$ cat src/rtl/svo_stream_sink.sv
// svo_stream_sink
//
// Consumer end of the SVO pixel AXI-Stream (tuser[0] marks start of frame).
// This block accepts pixels under a programmable backpressure pattern and
// follows the frame geometry against the SOF marker. It counts framing errors
// and reports per-frame statistics. It serves as a bring-up sink and as a
// stream health monitor ahead of the encoder.
//
// Parameters:
//   HOR_PIXELS     - active pixels per line (>= 1)
//   VER_PIXELS     - active lines per frame (>= 1)
//   BITS_PER_PIXEL - tdata width ({b,g,r})
//   READY_PERIOD   - tready is high 1 cycle out of every READY_PERIOD (>= 1)
//
// Ports:
//   clk             - clock
//   resetn          - synchronous, active-low reset
//   in_axis_tvalid  - pixel valid
//   in_axis_tready  - sink ready (registered)
//   in_axis_tdata   - pixel data
//   in_axis_tuser   - start of frame, set on pixel (0,0)
//   frame_done      - one-cycle pulse after the last pixel of a complete frame
//   frame_sum       - mod-2^32 sum of all beats of the last complete frame
//   frame_count     - complete frames received, wraps at 2^16
//   err_sof_early   - SOF seen before frame end, saturating at 255
//   err_sof_missing - pixel (0,0) beats without SOF, saturating at 255
//   locked          - high after a clean complete frame, cleared by framing errors

module svo_stream_sink #(
    parameter int unsigned HOR_PIXELS     = 640,
    parameter int unsigned VER_PIXELS     = 480,
    parameter int unsigned BITS_PER_PIXEL = 24,
    parameter int unsigned READY_PERIOD   = 1
) (
    input  logic                      clk,
    input  logic                      resetn,
    input  logic                      in_axis_tvalid,
    output logic                      in_axis_tready,
    input  logic [BITS_PER_PIXEL-1:0] in_axis_tdata,
    input  logic                      in_axis_tuser,
    output logic                      frame_done,
    output logic [31:0]               frame_sum,
    output logic [15:0]               frame_count,
    output logic [7:0]                err_sof_early,
    output logic [7:0]                err_sof_missing,
    output logic                      locked
);

    // Counter widths. Each is at least 1 bit, so that 1-pixel and 1-line
    // geometries and READY_PERIOD=1 stay legal.
    localparam int unsigned HW = (HOR_PIXELS > 1)   ? $clog2(HOR_PIXELS)   : 1;
    localparam int unsigned VW = (VER_PIXELS > 1)   ? $clog2(VER_PIXELS)   : 1;
    localparam int unsigned RW = (READY_PERIOD > 1) ? $clog2(READY_PERIOD) : 1;

    localparam logic [HW-1:0] HLast = HW'(HOR_PIXELS - 1);
    localparam logic [VW-1:0] VLast = VW'(VER_PIXELS - 1);
    localparam logic [RW-1:0] RLast = RW'(READY_PERIOD - 1);

    localparam logic [0:0] StWaitSof = 1'b0;
    localparam logic [0:0] StInFrame = 1'b1;

    // ------------------------------------------------------------------
    // State
    // ------------------------------------------------------------------
    logic [RW-1:0] ready_cnt_q, ready_cnt_d;
    logic          tready_q, tready_d;
    logic [0:0]    state_q, state_d;
    logic [HW-1:0] hpos_q, hpos_d;
    logic [VW-1:0] vpos_q, vpos_d;
    logic [31:0]   running_sum_q, running_sum_d;
    logic          frame_done_q, frame_done_d;
    logic [31:0]   frame_sum_q, frame_sum_d;
    logic [15:0]   frame_count_q, frame_count_d;
    logic [7:0]    err_early_q, err_early_d;
    logic [7:0]    err_missing_q, err_missing_d;
    logic          locked_q, locked_d;

    // ------------------------------------------------------------------
    // Backpressure: free-running divider, independent of tvalid
    // ------------------------------------------------------------------
    always_comb begin
        ready_cnt_d = (ready_cnt_q == RLast) ? '0 : ready_cnt_q + RW'(1);
        tready_d    = (ready_cnt_q == RLast);
    end

    // ------------------------------------------------------------------
    // Beat classification
    // ------------------------------------------------------------------
    logic        accept;
    logic        at_origin;
    logic [31:0] tdata_ext;
    logic        beat_start;    // beat is pixel (0,0) of a (re)started frame
    logic        beat_cont;     // beat continues the current frame
    logic        beat_early;    // SOF before the frame end
    logic        beat_missing;  // pixel (0,0) arrived without SOF

    assign accept    = in_axis_tvalid && tready_q;
    assign at_origin = (hpos_q == '0) && (vpos_q == '0);
    // Truncation for widths over 32 bits is harmless, because the sum is mod 2^32.
    assign tdata_ext = 32'(in_axis_tdata);

    always_comb begin
        beat_start   = 1'b0;
        beat_cont    = 1'b0;
        beat_early   = 1'b0;
        beat_missing = 1'b0;
        if (accept) begin
            case (state_q)
                StWaitSof: begin
                    // Non-SOF beats are dropped silently while hunting for SOF.
                    beat_start = in_axis_tuser;
                end
                StInFrame: begin
                    if (in_axis_tuser) begin
                        beat_early = !at_origin;
                        beat_start = 1'b1;
                    end else if (at_origin) begin
                        beat_missing = 1'b1;
                    end else begin
                        beat_cont = 1'b1;
                    end
                end
                default: ;
            endcase
        end
    end

    // ------------------------------------------------------------------
    // Position, running sum and per-frame results
    // ------------------------------------------------------------------
    logic [HW-1:0] eff_h;
    logic [VW-1:0] eff_v;
    logic [31:0]   sum_next;
    logic          eff_last;

    always_comb begin
        // A started beat always sits at (0,0). A continued beat sits at the
        // tracked position.
        eff_h    = beat_start ? '0 : hpos_q;
        eff_v    = beat_start ? '0 : vpos_q;
        sum_next = beat_start ? tdata_ext : running_sum_q + tdata_ext;
        eff_last = (eff_h == HLast) && (eff_v == VLast);
    end

    always_comb begin
        state_d       = state_q;
        hpos_d        = hpos_q;
        vpos_d        = vpos_q;
        running_sum_d = running_sum_q;
        frame_done_d  = 1'b0;
        frame_sum_d   = frame_sum_q;
        frame_count_d = frame_count_q;
        err_early_d   = err_early_q;
        err_missing_d = err_missing_q;
        locked_d      = locked_q;

        if (beat_early) begin
            err_early_d = (err_early_q == 8'hFF) ? err_early_q : err_early_q + 8'd1;
            locked_d    = 1'b0;
        end

        if (beat_missing) begin
            err_missing_d = (err_missing_q == 8'hFF) ? err_missing_q : err_missing_q + 8'd1;
            locked_d      = 1'b0;
            state_d       = StWaitSof;
        end

        if (beat_start || beat_cont) begin
            state_d       = StInFrame;
            running_sum_d = sum_next;

            if (eff_h == HLast) begin
                hpos_d = '0;
                vpos_d = (eff_v == VLast) ? '0 : eff_v + VW'(1);
            end else begin
                hpos_d = eff_h + HW'(1);
                vpos_d = eff_v;
            end

            // An early SOF always lands at (0,0). That position is the last
            // pixel only in a 1x1 frame, where an early SOF cannot occur.
            // So an early SOF never completes a frame.
            if (eff_last) begin
                frame_sum_d   = sum_next;
                frame_done_d  = 1'b1;
                frame_count_d = frame_count_q + 16'd1;
                locked_d      = 1'b1;
            end
        end
    end

    // ------------------------------------------------------------------
    // Registers
    // ------------------------------------------------------------------
    always_ff @(posedge clk) begin
        if (!resetn) begin
            ready_cnt_q   <= '0;
            tready_q      <= 1'b0;
            state_q       <= StWaitSof;
            hpos_q        <= '0;
            vpos_q        <= '0;
            running_sum_q <= '0;
            frame_done_q  <= 1'b0;
            frame_sum_q   <= '0;
            frame_count_q <= '0;
            err_early_q   <= '0;
            err_missing_q <= '0;
            locked_q      <= 1'b0;
        end else begin
            ready_cnt_q   <= ready_cnt_d;
            tready_q      <= tready_d;
            state_q       <= state_d;
            hpos_q        <= hpos_d;
            vpos_q        <= vpos_d;
            running_sum_q <= running_sum_d;
            frame_done_q  <= frame_done_d;
            frame_sum_q   <= frame_sum_d;
            frame_count_q <= frame_count_d;
            err_early_q   <= err_early_d;
            err_missing_q <= err_missing_d;
            locked_q      <= locked_d;
        end
    end

    assign in_axis_tready  = tready_q;
    assign frame_done      = frame_done_q;
    assign frame_sum       = frame_sum_q;
    assign frame_count     = frame_count_q;
    assign err_sof_early   = err_early_q;
    assign err_sof_missing = err_missing_q;
    assign locked          = locked_q;

endmodule

$ cat config.mk
export PLATFORM = sky130hd
export DESIGN_NAME = svo_stream_sink
export DESIGN_NICKNAME = d
export VERILOG_FILES = /design/src/rtl/svo_stream_sink.sv
export SDC_FILE = /design/constraint.sdc
export NUM_CORES = 1
export LEC_CHECK = 0
export ABC_AREA = 1
export CAP_MARGIN = 20
export CORE_UTILIZATION = 55
export DETAILED_ROUTE_END_ITERATION = 6
export HOLD_SLACK_MARGIN = 0.02
export PLACE_DENSITY = 0.81
export SYNTH_ARGS = -nofsm -noshare
export SYNTH_HDL_FRONTEND = slang
export SYNTH_SLANG_ARGS = --single-unit
$ cat constraint.sdc
create_clock -name clk -period 3.42 [get_ports clk]
set_clock_uncertainty 0.15 [all_clocks]
set_input_delay 0.342 -clock clk [delete_from_list [all_inputs] [get_ports clk]]
set_output_delay 0.342 -clock clk [all_outputs]
set_load 0.02 [all_outputs]
Word-level counts from Yosys, hierarchy flattened
Index checks and enable logic that the tools add are counted.
- flip-flop bits (word level): 120
- bits of input ports: 28
- logic and storage cells: 67
- $add $sub $neg: 7
- equal/unequal tests: 4
- muxes and demuxes: 27
- bitwise gates (word level): 4
- reductions and logical operators: 13
- operators with widths (operator ; count):
    32-bit by 24-bit adder with 32-bit output ; 1
    32-bit 2-to-1 mux ; 1
    9-bit 2-to-1 mux ; 3
    1-bit 2-to-1 mux ; 20
    10-bit 2-to-1 mux ; 2
    16-bit by 1-bit adder with 16-bit output, second input constant ; 1
    8-bit by 1-bit adder with 8-bit output, second input constant ; 2
    8-bit == test, second input constant ; 2
    10-bit by 1-bit adder with 10-bit output, second input constant ; 1
    10-bit == test, second input constant ; 1
    10-bit logical NOT ; 1
    2-bit AND reduction ; 5
    9-bit by 1-bit adder with 9-bit output, second input constant ; 1
    9-bit == test, second input constant ; 1
    9-bit logical NOT ; 1
    1-bit NOT ; 4
    1-bit logical AND ; 3
    1-bit case mux with 2 select lines ; 1
    2-bit nonzero test ; 1
    1-bit adder, second input constant ; 1
    1-bit logical NOT ; 1
    1-bit logical OR ; 1

Longest topological paths before layout
Gate-level depths: netlist of the first run.
- word-level depth: 10
- gate-level depth with buffers: 21
- gate-level depth less buffers: 16

Worst setup path after synthesis of the first run
No wires, ideal clock.
- path kind: register to register
- start: register tready_q (netlist: in_axis_tready)
- end: register frame_sum_q[15] (netlist: frame_sum[15])
- setup time: 109 ps
- arrival time: 2699 ps
- data required time: 3161 ps
- slack: 462 ps
- stages on the path, launching flop included: 21
- buffers on the path: 5
- clock period less this slack: 2958 ps
- path through: dfxtp_1 -> nand2_2 -> inv_2 -> nand2_4 -> buf_6 -> buf_4 -> buf_2 -> buf_1 -> nand2_1 -> inv_1 -> ha_1 -> nand3_2 -> nor2_4 -> nand3_4 -> nor2_2 -> nand2_2 -> inv_4 -> buf_4 -> o211ai_1 -> nand2_1 -> inv_1
- longest elaborated chain between the ends: 6
- ends and longest elaborated chain (item ; line ; RTL):
    start, declared ; 66 ; logic tready_q, tready_d;
    start signal, assigned ; 211 ; tready_q <= tready_d;
    1-bit logical AND * ; 97 ; assign accept = in_axis_tvalid && tready_q;
    1-bit 2-to-1 mux ; 107 ; if (accept) begin
    10-bit 2-to-1 mux or 9-bit 2-to-1 mux (tied branches) ; 139, 140 ;
    10-bit == test or 9-bit == test (tied branches) ; 142 ; eff_last = (eff_h == HLast) && (eff_v == VLast);
    1-bit logical AND ; 142 ;
    2-bit AND reduction (no source line) ; - ;
    end signal, assigned ; 217 ; frame_sum_q <= frame_sum_d;
    end, declared ; 72 ; logic [31:0] frame_sum_q, frame_sum_d;
Every way passes the cells marked *; elsewhere a longest branch is shown, timed or not.
A chain may end at the register's enable or synchronous reset.

Final worst setup path of the first run
- start: input in_axis_tuser
- end: register frame_count_q[4] (netlist: frame_count[4])
- longest elaborated chain between the ends: 7
- ends and longest elaborated chain (item ; line ; RTL):
    start, declared ; 40 ; input logic in_axis_tuser,
    1-bit 2-to-1 mux ; 114 ; if (in_axis_tuser) begin
    1-bit case mux with 2 select lines ; 108 ; case (state_q)
    1-bit 2-to-1 mux ; 107 ;
    10-bit 2-to-1 mux or 9-bit 2-to-1 mux (tied branches) ; 139, 140 ;
    10-bit == test or 9-bit == test (tied branches) ; 142 ;
    1-bit logical AND ; 142 ;
    2-bit AND reduction (no source line) * ; - ;
    end signal, assigned ; 218 ; frame_count_q <= frame_count_d;
    end, declared ; 73 ; logic [15:0] frame_count_q, frame_count_d;
Marked as above.

==> flow_summary.json, run 1 <==
{
  "ff2ff_path_depth": 16,
  "coreArea_um2": 13900,
  "cp-start-kind": "input port",
  "crit_path_end_kind": "flip-flop",
  "netlist_area_um2": 7810,
  "grt_first_pass_wirelength_um": 35700,
  "port_buffers": 94,
  "finalNonFillerCells": 1545,
  "wirelength_um": 22100,
  "syn_inst": 1266,
  "worstPathRequired_ns": 3.59,
  "drt_iter0_drc": 557,
  "avgSynthCellArea_um2": 6.17,
  "drtAntennaViolNets": 0,
  "clk_latency_ns": 0.43,
  "hp-class": "flip-flop to flip-flop",
  "area_delta_synth_final_pct": 21.2,
  "yosys-top-cells-area": "dfxtp_1 (31%), nand2_1 (17%), inv_1 (9.2%), nand3_1 (6.6%), nor2_1 (6.4%)",
  "max_freq_mhz": 357,
  "fp-row-count": 43,
  "tritoncts": "done",
  "overflow": 0,
  "placed_cells": 1513,
  "p_int_mw": 2.55,
  "cts_buffers": 17,
  "first_pass_iters": 7,
  "synth_area_leader_cell": "dfxtp_1",
  "ioPinCount": 95,
  "cp_common_cell": "nand2_1",
  "cts_sinks": 120,
  "cts.clk_slew.worst_paths_ns": 0.06,
  "cts_setup_buffers": 0,
  "rsz0062_at_grt": "false",
  "antennaDiodeCount": 0,
  "die_x_um": 121,
  "path_max_fanout": 54,
  "vias_per_cell": 5.38,
  "final_cell_mix": "nand2_1 (348), inv_1 (192), nor2_1 (133), dfxtp_1 (120), nand3_1 (103)",
  "globalplace.congestion": 0.962,
  "htreeDepth": 4,
  "fin_nets": 1410,
  "ys_ff_latch": 120,
  "synth_seq_area_share_pct": 30.7,
  "p_sw_share_pct": 27.3,
  "worstSetupPathType": "input port to flip-flop",
  "start_util_pct": 56.3,
  "pwr-share-seq_pct": 40.5,
  "drive_above_1_share_pct": 5.71,
  "final_common_cell": "nand2_1",
  "worst_slew_pin_slew_ns": 1.04,
  "status": "finished clean",
  "postCtsHoldBufs": 0,
  "antenna_found_initial": 0,
  "cts_resized": 0,
  "finalHoldViolCount": 0,
  "final_max_slew_viol_count": 0,
  "maxCapViolations": 0,
  "fin_crit_ns": 2.80,
  "ys.warnings.count": 0,
  "worstPathCellList": "clkdlybuf4s50_1 > nand2_4 > nand2_1 > inv_1 > ha_1 > nand2_1 > nor2_2 > nand4_2 > nor2_2 > nand2_2 > inv_4 > buf_12 > nand2_1 > o21ai_0 > nor2_1",
  "grtUsageTotal_pct": 30.9,
  "combPwrFrac_pct": 9.9,
  "syn-num-nets": 1324,
  "first_global_vias": 7521,
  "fin_tns_setup_ns": 0,
  "grt_max_degree": 63,
  "netlist.area_leader.share_pct": 30.7,
  "cpMaxStageDelayCell": "clkdlybuf4s50_1",
  "wl_per_cell_um": 14.3,
  "drcViolationCount": 0,
  "hpwl_um": 15600,
  "setup_viol": 0,
  "relSlewSlack_pct": 30.7,
  "num_vias": 8307,
  "p_switching_uw": 959,
  "p_leak_nw": 4.46,
  "clockBufferDepth": 2,
  "synth.distinct_cells": 43,
  "period_share_pct": 81.9,
  "dieArea_um2": 14700,
  "power_density_nw_per_um2": 371,
  "power_frac_clock_pct": 49.7,
  "crit_family": "simple AND/OR/NAND/NOR gates",
  "hold_depth": 1,
  "worstPathArrival_ns": 2.97,
  "max-vdd-ir-drop_mv": 0.364,
  "chipHeight_um": 121,
  "crit_buf_inv": 4,
  "fin_util_pct": 68.2,
  "root_buffer": "clkbuf_16",
  "slowest_delay_ns": 0.52,
  "cp_num_cells": 15
}
cell usage after synthesis (all sizes together):
cell,number
a21oi,94
a22oi,1
a31oi,1
and2,2
buf,18
clkbuf,21
conb,1
dfxtp,120
fa,1
ha,29
inv,196
mux2i,1
nand2,354
nand3,106
nand3b,8
nand4,22
nor2,140
nor3,21
nor4,2
o211ai,10
o21a,1
o21ai,71
o21bai,9
o221a,1
o31ai,1
or2,11
xnor2,7
xor2,17
sequential cells by signal, indices dropped and copies added, names as in the netlist, 8 cells and up:
register,count
frame_count,16
err_sof_early,8
running_sum_q,32
vpos_q,9
hpos_q,10
err_sof_missing,8
frame_sum,32
power by group through the flow:
stage / sequential [mW] / combinational [mW] / clock, mW
3_5_place_dp: 1.45 / 0.338 / 0
6_report: 1.42 / 0.346 / 1.74
5_1_grt: 1.42 / 0.386 / 1.82
4_1_cts: 1.42 / 0.342 / 1.76
3_3_place_gp: 1.45 / 0.334 / 0
2_1_floorplan: 1.45 / 0.225 / 0
cell families (layout without fill, tap and decap cells):
group / count (synthesis) / after routing / share of synthesized area (%)
buffers and inverters: 235 / 334 / 11.9
AND/OR/NAND/NOR: 666 / 666 / 36.7
flip-flops: 120 / 120 / 30.7
AO/OA/AOI/OAI: 189 / 189 / 12.9
other: 1 / 1 / 0.0480
adder cells (fa/ha/maj): 30 / 30 / 4.90
multiplexers: 1 / 1 / 0.128
XOR/XNOR: 24 / 24 / 2.69
through the flow:
stage	total power, mW	setup slack, ns	hold WS, ns	area, um2
floorplan	1.67	0.462	0.218	7810
global placement	1.78	0.386	0.221	8900
detailed placement	1.79	0.291	0.230	8900
CTS	3.52	0.707	0.239	9470
global route	3.63	0.372	0.260	9470
finish	3.51	0.621	0.237	9470
worst register-to-register path: cells and delay by family (launching register included):
family / cells / cell delay (ns)
AND/OR/NAND/NOR: 10 / 1.28
buffers and inverters: 4 / 0.56
adder cells (fa/ha/maj): 1 / 0.18
AO/OA/AOI/OAI: 1 / 0.17
flip-flops: 1 / 0.33
worst paths after layout:
kind | start | endpoint | slack, ns
max reg2reg | in_axis_tready$_SDFF_PN0_ | frame_count[4]$_SDFFE_PN0P_ | 0.66
max | in_axis_tuser | frame_count[4]$_SDFFE_PN0P_ | 0.62
min | ready_cnt_q$_SDFF_PN0_ | in_axis_tready$_SDFF_PN0_ | 0.24
min reg2reg | ready_cnt_q$_SDFF_PN0_ | in_axis_tready$_SDFF_PN0_ | 0.24
cell type report:
cell class / instances / area, um2
timing repair buffer: 106 / 1050
clock inverter: 14 / 140
tap: 180 / 225
fill: 1262 / 4410
inverter: 196 / 738
sequential: 120 / 2400
clock buffer: 18 / 429
multi-input combinational: 911 / 4480
per-layer routing:
metal / vias to the layer above / routed length [um] / track usage [%]
met5: - / 0 / 0
met4: 0 / 326 / 10.0
met3: 35 / 1420 / 5.50
met2: 290 / 10400 / 51.5
met1: 3772 / 10000 / 40.1
li1: 4210 / - / -
(Power assumes the default switching activity.)
==> inputs of run 2 (changes only) <==
--- a/config.mk
+++ b/config.mk
@@ -7,10 +7,10 @@
 export LEC_CHECK = 0
 export ABC_AREA = 1
 export CAP_MARGIN = 20
-export CORE_UTILIZATION = 55
+export CORE_UTILIZATION = 51
 export DETAILED_ROUTE_END_ITERATION = 6
 export HOLD_SLACK_MARGIN = 0.02
-export PLACE_DENSITY = 0.81
+export PLACE_DENSITY = 0.79
 export SYNTH_ARGS = -nofsm -noshare
 export SYNTH_HDL_FRONTEND = slang
 export SYNTH_SLANG_ARGS = --single-unit
==> constraint.sdc (replaced) <==
create_clock -name clk -period 2.47 [get_ports clk]
set_clock_uncertainty 0.15 [all_clocks]
set_input_delay 0.247 -clock clk [delete_from_list [all_inputs] [get_ports clk]]
set_output_delay 0.247 -clock clk [all_outputs]
set_load 0.02 [all_outputs]
==> run 2 against run 1 <==
Via count is 3.4% higher. Cell count is 5.1% higher. Sequential cell count stayed put. Utilization is 1.1 points higher. Wire length is 3.2% higher. Total power is 52% higher. Critical endpoint is now frame_count[6]$_SDFFE_PN0P_. Largest cell class unchanged. Highest routed layer unchanged.
==> flow_summary.json, run 2 (same netlist as run 1, synthesis figures left out) <==
{
  "worstPathArrival_ns": 2.47,
  "fin_nets": 1485,
  "path_max_fanout": 17,
  "cts.clk_slew.worst_paths_ns": 0.06,
  "chipHeight_um": 126,
  "finalHoldViolCount": 0,
  "first_pass_iters": 5,
  "cp-start-kind": "flip-flop",
  "max_freq_mhz": 440,
  "maxCapViolations": 0,
  "overflow": 0,
  "cp_common_cell": "nand2_4",
  "die_x_um": 126,
  "num_vias": 8590,
  "ioPinCount": 95,
  "final_cell_mix": "nand2_1 (347), inv_1 (192), nor2_1 (132), dfxtp_1 (119), nand3_1 (102)",
  "crit_path_end_kind": "flip-flop",
  "cts_resized": 0,
  "coreArea_um2": 14800,
  "final_common_cell": "nand2_1",
  "wl_per_cell_um": 14.1,
  "globalplace.congestion": 1.00,
  "cts_buffers": 17,
  "dieArea_um2": 15800,
  "rsz0062_at_grt": "false",
  "port_buffers": 94,
  "grt_first_pass_wirelength_um": 37600,
  "hp-class": "input port to flip-flop",
  "drcViolationCount": 0,
  "drt_iter0_drc": 800,
  "place_ws_ns": -0.245,
  "tritoncts": "done",
  "hpwl_um": 16500,
  "clockBufferDepth": 2,
  "hold_slack_ns": 0.0635,
  "cts_setup_buffers": 0,
  "drive_above_1_share_pct": 11.0,
  "fin_crit_ns": 2.27,
  "area_delta_synth_final_pct": 31.0,
  "worstSetupPathType": "flip-flop to flip-flop",
  "vias_per_cell": 5.29,
  "fin_tns_setup_ns": 0,
  "setup_viol": 0,
  "clk_latency_ns": 0.43,
  "start_util_pct": 53.0,
  "cpMaxStageDelayCell": "dfxtp_4",
  "antenna_found_initial": 0,
  "cts_sinks": 120,
  "htreeDepth": 4,
  "status": "finished clean",
  "grtUsageTotal_pct": 29.6,
  "postCtsHoldBufs": 0,
  "root_buffer": "clkbuf_16",
  "worstPathRequired_ns": 2.67,
  "worstPathCellList": "nand2_4 > inv_2 > nand2_4 > buf_4 > nand2_1 > nor2_2 > nand4_2 > nor2_4 > nand2_4 > buf_4 > or2_0 > a21oi_1",
  "grt_max_degree": 40,
  "drtAntennaViolNets": 0,
  "finalNonFillerCells": 1624,
  "first_global_vias": 7789,
  "worst_slack_ns": 0.199,
  "p_leak_nw": 4.91,
  "antennaDiodeCount": 0,
  "placed_cells": 1592,
  "final_max_slew_viol_count": 0,
  "wirelength_um": 22800,
  "fin_util_pct": 69.4,
  "slowest_delay_ns": 0.35,
  "fp-row-count": 44,
  "period_share_pct": 92.0,
  "max-vdd-ir-drop_mv": 0.552,
  "power_density_nw_per_um2": 520
}
==> run 2: cell count changes in the layout (fill, tap and decap cells not counted), moves of 3 or more <==
| cell | change |
|---|---|
| buf_12 | +5 |
| buf_4 | +70 |
| bufinv_16 | +4 |
| nor2_4 | +3 |
| o21ai_0 | -3 |
| o21ai_1 | +3 |
==> run 2: layout make-up <==
type	instances	area, um2
Clock inverter	13	214
Inverter	196	741
Clock buffer	19	443
Multi-Input combinational cell	911	4520
Timing Repair Buffer	181	1680
Sequential cell	120	2410
Fill cell	1279	4520
Tap cell	184	230
==> run 2: through the flow <==
stage          area [um2]  power [mW]
6_report            10200        5.32
5_1_grt             10200        5.51
4_1_cts             10200        5.34
3_5_place_dp         9570        2.54
3_3_place_gp         9570        2.54
2_1_floorplan        7880        2.32
==> run 2: final timing paths <==
kind / start / end / slack [ns] / cells after the start
setup / recovery: in_axis_tready$_SDFF_PN0_ / frame_count[6]$_SDFFE_PN0P_ / 0.20 / 12
hold / removal: resetn / err_sof_missing[2]$_SDFFE_PN0P_ / 0.06 / 3
setup reg to reg: in_axis_tready$_SDFF_PN0_ / frame_count[6]$_SDFFE_PN0P_ / 0.20 / 12
hold reg to reg: ready_cnt_q$_SDFF_PN0_ / in_axis_tready$_SDFF_PN0_ / 0.23 / 1
==> run 2: critical path: cells and delay by family, from the launching register on <==
| kind | cells | cell delay [ns] |
|---|---|---|
| and+or+nand+nor | 8 | 1.06 |
| buffers and inverters | 3 | 0.47 |
| DFF | 1 | 0.35 |
| AOI/OAI and AO/OA | 1 | 0.14 |
==> run 2: power by group <==
part	total [mW]	switching (mW)	internal, mW
Combinational	0.552	0.325	0.227
Clock	2.80	0.973	1.83
Sequential	1.97	0.0132	1.95
Total	5.32	1.31	4.01
==> run 2: layer usage <==
layer / share of wire [%] / track usage [%] / vias to the layer above
met5: 0 / 0 / -
met4: 2.0 / 10.4 / 0
met3: 6.9 / 5.99 / 41
met2: 46 / 47.8 / 316
met1: 46 / 39.1 / 3873
li1: - / - / 4360
==> inputs of run 3 (changes only) <==
--- a/config.mk
+++ b/config.mk
@@ -7,6 +7,7 @@
 export LEC_CHECK = 0
 export ABC_AREA = 1
 export CAP_MARGIN = 20
+export CORE_MARGIN = 4
 export CORE_UTILIZATION = 51
 export DETAILED_ROUTE_END_ITERATION = 6
 export HOLD_SLACK_MARGIN = 0.02
==> run 3 against run 2 <==
The flow now finishes with violations (DRC). Critical path type is now input port to flip-flop. Die area up 9.8%. Sequential cell count unchanged. Register-to-register slack about the same. First-iteration DRC count down 4.6%.
==> flow_summary.json, run 3 (same netlist as run 1, synthesis figures left out) <==
{
  "status": "complete, but fails checks",
  "failed_checks": "DRC",
  "worstPathArrival_ns": 2.45,
  "worstPathRequired_ns": 2.63,
  "globalplace.congestion": 0.967,
  "overflow": 0,
  "wirelength_um": 22600,
  "crit_path_end_kind": "flip-flop",
  "drt_iter0_drc": 763,
  "path_max_fanout": 4,
  "cpMaxStageDelayCell": "clkdlybuf4s50_1",
  "period_share_pct": 92.6,
  "drtAntennaViolNets": 0,
  "worstSetupPathType": "input port to flip-flop",
  "first_pass_iters": 7,
  "clk_latency_ns": 0.42,
  "grt_first_pass_wirelength_um": 37800,
  "port_buffers": 94,
  "postCtsHoldBufs": 0,
  "antenna_found_initial": 0,
  "setup_viol": 0,
  "finalHoldViolCount": 0,
  "max_freq_mhz": 437,
  "worstPathCellList": "clkdlybuf4s50_1 > ha_1 > fa_1 > nand3_1 > nand3_2 > nand2_1 > nand2_1 > nand2_1 > nand2_1 > o21ai_0 > o211ai_1 > nand2_1 > inv_1",
  "first_global_vias": 7917,
  "cts_setup_buffers": 0,
  "worst_slack_ns": 0.183,
  "area_delta_synth_final_pct": 30.2,
  "tritoncts": "done",
  "antennaDiodeCount": 0,
  "ioPinCount": 95,
  "cp_common_cell": "nand2_1",
  "cts_buffers": 17,
  "root_buffer": "clkbuf_16",
  "final_max_slew_viol_count": 0,
  "cts.clk_slew.worst_paths_ns": 0.06,
  "rsz0062_at_grt": "false",
  "place_ws_ns": -0.258,
  "hp-class": "input port to flip-flop",
  "fin_crit_ns": 2.29,
  "slowest_delay_ns": 0.46,
  "grtUsageTotal_pct": 26.0,
  "htreeDepth": 4,
  "vias_per_cell": 5.25,
  "max-vdd-ir-drop_mv": 0.483,
  "hpwl_um": 16700,
  "drcViolationCount": 3,
  "cts_sinks": 120,
  "start_util_pct": 53.0,
  "drive_above_1_share_pct": 11.0,
  "fin_nets": 1486,
  "wl_per_cell_um": 13.9,
  "placed_cells": 1593,
  "num_vias": 8529,
  "coreArea_um2": 14800,
  "dieArea_um2": 17400,
  "maxCapViolations": 0,
  "nFillCells": 1297,
  "cp-start-kind": "input port",
  "final_cell_mix": "nand2_1 (347), inv_1 (192), nor2_1 (132), dfxtp_1 (119), nand3_1 (102)",
  "grt_max_degree": 47,
  "clockBufferDepth": 2,
  "power_density_nw_per_um2": 490,
  "finalNonFillerCells": 1625,
  "p_leak_nw": 4.87,
  "chipHeight_um": 132,
  "fp-row-count": 44,
  "die_x_um": 132,
  "final_common_cell": "nand2_1"
}
run 3: cell count changes in the layout (fill, tap and decap cells not counted):
cell        previous run  this run
buf_4                 80        81
bufinv_16              5         2
clkinv_2               1         2
clkinv_4               2         4
clkinvlp_4             0         3
fa_1                   0         1
fa_2                   1         0
inv_2                  3         2
inv_6                  5         2
inv_8                  0         1
run 3: final timing paths:
| kind | from | to | slack [ns] | cells after the start |
|---|---|---|---|---|
| max reg2reg | in_axis_tready$_SDFF_PN0_ | frame_sum[1]$_SDFFE_PN0P_ | 0.21 | 14 |
| min reg2reg | ready_cnt_q$_SDFF_PN0_ | in_axis_tready$_SDFF_PN0_ | 0.22 | 1 |
| min | resetn | frame_count[11]$_SDFFE_PN0P_ | 0.10 | 3 |
| max | in_axis_tdata[0] | running_sum_q[14]$_SDFFE_PN0P_ | 0.18 | 13 |
run 3: power breakdown:
group          internal [mW]  switching [mW]
Combinational          0.222           0.319
Clock                   1.52           0.955
Sequential              1.95          0.0132
Total                   3.70            1.29
run 3: per-layer routing:
layer,vias to the layer above,global-route usage (%),wire length [um]
met5,-,0,0
met1,3824,34.3,10400
met3,42,5.84,1540
li1,4363,-,-
met4,0,8.63,465
met2,300,42.4,10200
run 3: per-stage QoR:
stage | hold WS [ns] | setup TNS [ns] | area [um2] | power, mW | utilization [%]
floorplan | 0.208 | -3.90 | 7880 | 2.32 | -
global placement | 0.212 | -4.94 | 9580 | 2.53 | 64.9
detailed placement | 0.212 | -9.10 | 9580 | 2.54 | 64.9
CTS | 0.0812 | 0 | 10200 | 5.01 | 68.9
global route | 0.101 | 0 | 10200 | 5.17 | 69.0
finish | 0.101 | 0 | 10200 | 4.99 | 69.0
run 3: timing repair:
item / CTS / global route
resized for setup: 0 / 2
endpoints found under the hold margin: 0 / 0
endpoints found under the setup margin: 0 / 10
run 3: worst max-delay path, delay by kind of cell:
kind                       cells  cell delay, ns
AOI/OAI and AO/OA              2            0.37
adders and majority gates      2            0.65
buffers and inverters          2            0.50
and+or+nand+nor                7            0.68
run 3: area by class of cell:
class,count,area [um2],share of cell area [%]
tap,184,230,2.26
clock inverter,13,148,1.45
sequential,120,2410,23.6
timing repair buffer,182,1680,16.6
multi-input combinational,911,4520,44.4
inverter,196,743,7.30
clock buffer,19,443,4.35
